$ cat config.mk
export PLATFORM = sky130hd
export DESIGN_NAME = fsm_sched_flat
export DESIGN_NICKNAME = d
export VERILOG_FILES = /design/src/rtl/fsm_sched_if.sv /design/src/rtl/fsm_sched.sv /design/src/flat_wrapper.sv
export SDC_FILE = /design/constraint.sdc
export NUM_CORES = 1
export LEC_CHECK = 0
export ABC_AREA = 1
export CORE_AREA = 2 2 67 69
export DETAILED_ROUTE_END_ITERATION = 6
export DIE_AREA = 0 0 69 71
export DONT_BUFFER_PORTS = 1
export PLACE_DENSITY = 0.74
export SETUP_SLACK_MARGIN = 0.15
export SLEW_MARGIN = 20
export SYNTH_ARGS = -nofsm -noshare
export SYNTH_HDL_FRONTEND = slang
export SYNTH_SLANG_ARGS = --single-unit
$ cat constraint.sdc
create_clock -name clock -period 4.1 [get_ports clock]
set_input_delay 0.615 -clock clock [delete_from_list [all_inputs] [get_ports clock]]
set_output_delay 0.615 -clock clock [all_outputs]
set_load 0.005 [all_outputs]
$ cat src/rtl/fsm_sched_if.sv
`timescale 1ns/1ps
// Bundle of requester inputs and worker status outputs for fsm_sched.
// The slave side is the scheduler; the master side is whoever drives the
// switch inputs and watches the status lines.
interface fsm_sched_if #(
    parameter int CNT_BITS = 4
);
    logic [1:0]          req;
    logic                tick;
    logic [1:0]          grant;
    logic                busy;
    logic                done;
    logic [CNT_BITS-1:0] run_cnt;
    logic [1:0]          state;

    modport master (
        output req,
        input  tick, grant, busy, done, run_cnt, state
    );

    modport slave (
        input  req,
        output tick, grant, busy, done, run_cnt, state
    );
endinterface

$ cat src/rtl/fsm_sched.sv
`timescale 1ns/1ps
// fsm_sched: shares one slow worker between two switch-driven requesters.
// A free-running prescaler provides the slow tick. Raw requests are
// synchronized and edge-detected into a pending set. Pending jobs are
// granted round-robin and walked through ESPERA -> ARM -> FACA -> FIM.
module fsm_sched #(
    parameter int DIV_BITS  = 24,
    parameter int RUN_TICKS = 8,
    parameter int CNT_BITS  = 4
) (
    input  logic       clock,
    input  logic       reset,
    fsm_sched_if.slave bus
);
    typedef enum logic [1:0] {
        ESPERA = 2'd0,
        ARM    = 2'd1,
        FACA   = 2'd2,
        FIM    = 2'd3
    } state_t;

    localparam logic [CNT_BITS-1:0] LAST_CNT = CNT_BITS'(RUN_TICKS - 1);

    logic [DIV_BITS-1:0] presc_reg;
    logic                tick;
    logic [1:0]          rise;

    state_t              state_reg, state_next;
    logic [1:0]          pending_reg, pending_next;
    logic [1:0]          clear_mask;
    logic [1:0]          grant_reg, grant_next;
    logic [CNT_BITS-1:0] run_cnt_reg, run_cnt_next;
    logic                done_reg, done_next;
    logic                last_reg, last_next;
    logic                arm_entry_reg, arm_entry_next;
    logic                win;

    // Free-running prescaler; the all-ones count is the tick cycle.
    always_ff @(posedge clock or negedge reset) begin
        if (!reset) begin
            presc_reg <= '0;
        end else begin
            presc_reg <= presc_reg + DIV_BITS'(1);
        end
    end

    assign tick = &presc_reg;

    // Per-bit synchronizer and rising-edge detector for the raw switches.
    genvar gi;
    generate
        for (gi = 0; gi < 2; gi++) begin : g_sync
            logic meta_reg;
            logic sync_reg;
            logic prev_reg;

            // Two flops to settle the asynchronous input, one to remember it.
            always_ff @(posedge clock or negedge reset) begin
                if (!reset) begin
                    meta_reg <= 1'b0;
                    sync_reg <= 1'b0;
                    prev_reg <= 1'b0;
                end else begin
                    meta_reg <= bus.req[gi];
                    sync_reg <= meta_reg;
                    prev_reg <= sync_reg;
                end
            end

            assign rise[gi] = sync_reg & ~prev_reg;
        end
    endgenerate

    // Round-robin pick: a lone request wins, a tie goes to the one not served last.
    always_comb begin
        win = 1'b0;
        case (pending_reg)
            2'b01:   win = 1'b0;
            2'b10:   win = 1'b1;
            default: win = ~last_reg;
        endcase
    end

    // Next-state and registered-output logic for the job sequencer.
    always_comb begin
        state_next     = state_reg;
        grant_next     = grant_reg;
        run_cnt_next   = run_cnt_reg;
        done_next      = 1'b0;
        last_next      = last_reg;
        arm_entry_next = 1'b0;
        clear_mask     = 2'b00;

        case (state_reg)
            ESPERA: begin
                if (pending_reg != 2'b00) begin
                    grant_next     = win ? 2'b10 : 2'b01;
                    clear_mask     = win ? 2'b10 : 2'b01;
                    last_next      = win;
                    arm_entry_next = 1'b1;
                    state_next     = ARM;
                end
            end
            ARM: begin
                // The first ARM cycle ignores a tick so the job always starts
                // on a fresh, full tick period.
                if (tick && !arm_entry_reg) begin
                    state_next   = FACA;
                    run_cnt_next = '0;
                end
            end
            FACA: begin
                if (tick) begin
                    if (run_cnt_reg == LAST_CNT) begin
                        state_next   = FIM;
                        run_cnt_next = '0;
                        grant_next   = 2'b00;
                        done_next    = 1'b1;
                    end else begin
                        run_cnt_next = run_cnt_reg + CNT_BITS'(1);
                    end
                end
            end
            FIM: begin
                state_next = ESPERA;
            end
            default: begin
                state_next = ESPERA;
            end
        endcase

        // A new edge overrides the clear of its own bit, so it is re-queued.
        pending_next = (pending_reg & ~clear_mask) | rise;
    end

    // Sequencer state and registered outputs; last starts at 1 so req[0] wins the first tie.
    always_ff @(posedge clock or negedge reset) begin
        if (!reset) begin
            state_reg     <= ESPERA;
            pending_reg   <= 2'b00;
            grant_reg     <= 2'b00;
            run_cnt_reg   <= '0;
            done_reg      <= 1'b0;
            last_reg      <= 1'b1;
            arm_entry_reg <= 1'b0;
        end else begin
            state_reg     <= state_next;
            pending_reg   <= pending_next;
            grant_reg     <= grant_next;
            run_cnt_reg   <= run_cnt_next;
            done_reg      <= done_next;
            last_reg      <= last_next;
            arm_entry_reg <= arm_entry_next;
        end
    end

    assign bus.tick    = tick;
    assign bus.grant   = grant_reg;
    assign bus.busy    = (state_reg != ESPERA);
    assign bus.done    = done_reg;
    assign bus.run_cnt = run_cnt_reg;
    assign bus.state   = state_reg;

endmodule
$ cat src/flat_wrapper.sv
// flat-port wrapper written by rule: the top's interface ports become plain ports
module fsm_sched_flat 
#(
    parameter int DIV_BITS  = 24,
    parameter int RUN_TICKS = 8,
    parameter int CNT_BITS  = 4
)
  (clock, reset, bus_req, bus_tick, bus_grant, bus_busy, bus_done, bus_run_cnt, bus_state);
  fsm_sched_if #(.CNT_BITS(CNT_BITS)) bus_i ();
  input  logic clock;
  input  logic reset;
  input wire logic [$bits(bus_i.req)-1:0] bus_req;
  output wire logic [$bits(bus_i.tick)-1:0] bus_tick;
  output wire logic [$bits(bus_i.grant)-1:0] bus_grant;
  output wire logic [$bits(bus_i.busy)-1:0] bus_busy;
  output wire logic [$bits(bus_i.done)-1:0] bus_done;
  output wire logic [$bits(bus_i.run_cnt)-1:0] bus_run_cnt;
  output wire logic [$bits(bus_i.state)-1:0] bus_state;
  assign bus_i.req = bus_req;
  assign bus_tick = bus_i.tick;
  assign bus_grant = bus_i.grant;
  assign bus_busy = bus_i.busy;
  assign bus_done = bus_i.done;
  assign bus_run_cnt = bus_i.run_cnt;
  assign bus_state = bus_i.state;
  fsm_sched #(.DIV_BITS(DIV_BITS), .RUN_TICKS(RUN_TICKS), .CNT_BITS(CNT_BITS)) u_core (.clock(clock), .reset(reset), .bus(bus_i));
endmodule
==> results.cfg <==
[cts]
clock_latency_ns = 0.29
cts_sinks = 43
holdBufCountCts = 1
cts.htree.levels = 2
post_cts.repair.setup_buffers = 0
cts_tree = built
cts_buffer_depth = 2
cts-root-buf = clkbuf_8
clkTransAtPathRegs_ns = 0.08
numCtsBuffers = 5
cts-resized-gates = 0

[logic_synthesis]
yosysTopAreaCell = dfrtp_1
synth_area_sq_um = 2030
netlist_instances = 201
ys_warn_count = 0
synth_top_family_by_area = simple AND/OR/NAND/NOR gates
synth_compound_area_frac = 0.0301
synth_mux_area_frac = 0
synth_seq_cells = 43
synth_nets = 212
synth_top_area_frac = 0.517
synth_xor_xnor_area_share = 0.0947
synth_seq_area_share = 0.530
syn_area_per_cell_sq_um = 10.1
synth.distinct_cells = 27
yosys.area_share.adder = 0.0431
yosys.area_share.simple = 0.262
yosys-top-cells-area = dfrtp_1, nand2_1, xnor2_1, ha_1, xor2_1

[finish]
drive_gt1_frac = 0.142
largest_reg_flops = 24
diodes = 0
nFillCells = 386
finalInstanceArea_sq_um = 2240
multiInputGateArea_sq_um = 875
syn_to_final_growth_pct = 9.96
ff_latch_area_sq_um = 1080
nNetsFinal = 221

[placement]
io_buffers = 0
dpl.hpwl_um = 2290
dpl-instance-area_sq_um = 2100
dp_slack_ns = 2.28
gp_congestion = 0.834

[power]
p_leak_nw = 1.17
totalPowerFinal_mw = 1.13
vdd_drop_max_uv = 181
p_per_area_nw_per_um2 = 506

[die]
coreArea_sq_um = 4200
io-pin-count = 15
fp.dieArea_sq_um = 4900
initial_core_util = 0.484
die_width_um = 69
dieHeight_um = 71
rows = 24

[detailed_routing]
wire_per_inst_um = 12.3
dr_wl_met3_um = 118
first_pass_iters = 4
dr_wl_met2_um = 1460
post-route-drc-count = 0
vias_per_cell = 4.92
met1Wirelength_um = 1560
wirelength_um = 3230
top_layer = met4
vias = 1295
drt_first_iter_violations = 85
antenna_left = 0

[global_routing]
grt.total_usage = 0.146
grt_max_degree = 44
grt_pass1_vias = 1272
antenna_found_initial = 0
grt_pass1_wl_um = 5730
overflow = 0

[critical_path]
r2r_slack_ns = 2.49
cp_max_fo = 5
cpMostUsedCell = nand2_4
r2r-start = u_core.presc_reg[0]$_DFF_PN0_
slowest_stage = dfrtp_1
required_ns = 3.48
crit_chain = ha_1, nand2_1, nor2_4, nand2_4, nor2_8, nand2_4, inv_1
cp-end-kind = primary output
worst-path-buf-inv = 1
cp_num_cells = 7
cpPeakStageDelay_ns = 0.39
crit_family = simple AND/OR/NAND/NOR gates
r2r_cells = 10
path_class = reg -> out
crit_arrival_ns = 1.51
crit_path_start_kind = flop
r2r_end = u_core.bus.run_cnt[3]$_DFFE_PN0P_

[sta]
fin_crit_sh = 0.518
finalSetupViolCount = 0
relSlewSlack = 0.777
tightest_slew_ns = 0.332
fmax_ghz = 0.471
period_needed_ns = 2.12
fin_hold_ws_ns = 0.145
drv_slew = 0
finalClockSkew_ns = 0.00694
rsz0062_at_grt = false
fin_tns_setup_ns = 0
layout_setup_ws_ns = 1.98
hold_viol_final = 0

[flow_run]
cap_violations = 0

[hold_path]
worst_hold_path_type = in -> async

[run_status]
status = finished clean
## cells in the mapped netlist, drive strengths merged
| cell type | count |
|---|---|
| dfstp | 1 |
| nand4 | 7 |
| xnor2 | 12 |
| xor2 | 10 |
| nor3b | 1 |
| nand2 | 52 |
| or2 | 1 |
| inv | 22 |
| nand3 | 13 |
| nor3 | 5 |
| ha | 7 |
| a32oi | 1 |
| nor2 | 17 |
| a22oi | 1 |
| dfrtp | 42 |
| and3 | 1 |
| o21ai | 8 |
## area by class of cell
| cell class | instances | area share |
|---|---|---|
| flip-flops and latches | 43 | 0.482 |
| repair buffers | 2 | 0.0168 |
| well taps | 52 | 0.0291 |
| clock buffers | 8 | 0.0447 |
| inverters | 22 | 0.0369 |
| multi-input cells | 136 | 0.391 |
## through the flow
step           instances   util
4_1_cts              262  0.526
2_1_floorplan        201      -
5_1_grt              263  0.532
3_3_place_gp         253  0.499
3_5_place_dp         253  0.499
6_report             263  0.532
## kinds of logic (layout without fill, tap and decap cells)
family	Yosys count	after routing
xor+xnor	22	22
buf+inv	22	32
compound gates	10	10
fa+ha+maj	7	7
simple gates	97	97
flops	43	43
## where the power goes
part	internal, mW	switching, mW
clock network	0.154	0.140
logic	0.113	0.206
registers	0.478	0.0411
## cells in the final DEF (no fill, tap or decap), types with 6 or more instances in the layout
cell type | synthesis | routed
nor2_1 | 10 | 10
nand2_1 | 46 | 46
o21ai_0 | 6 | 6
inv_1 | 21 | 21
xor2_1 | 10 | 10
nand3_1 | 9 | 9
dfrtp_1 | 42 | 42
clkbuf_8 | 0 | 7
ha_1 | 7 | 7
xnor2_1 | 12 | 12
nand4_1 | 7 | 7
## layer usage
metal  track usage  up-vias
met2         0.234       23
met4        0.0654        0
met5             0        -
met1         0.185      603
li1              -      661
met3        0.0442        8
## worst max-delay path by stage
stage | start | to
floorplan | u_core.presc_reg[0]$_DFF_PN0_ | bus_tick
global placement | u_core.presc_reg[0]$_DFF_PN0_ | bus_tick
detailed placement | u_core.presc_reg[0]$_DFF_PN0_ | bus_tick
CTS | u_core.presc_reg[0]$_DFF_PN0_ | bus_tick
global route | u_core.presc_reg[0]$_DFF_PN0_ | bus_tick
finish | u_core.presc_reg[0]$_DFF_PN0_ | bus_tick
No activity file was read; power rests on OpenSTA's default activity.
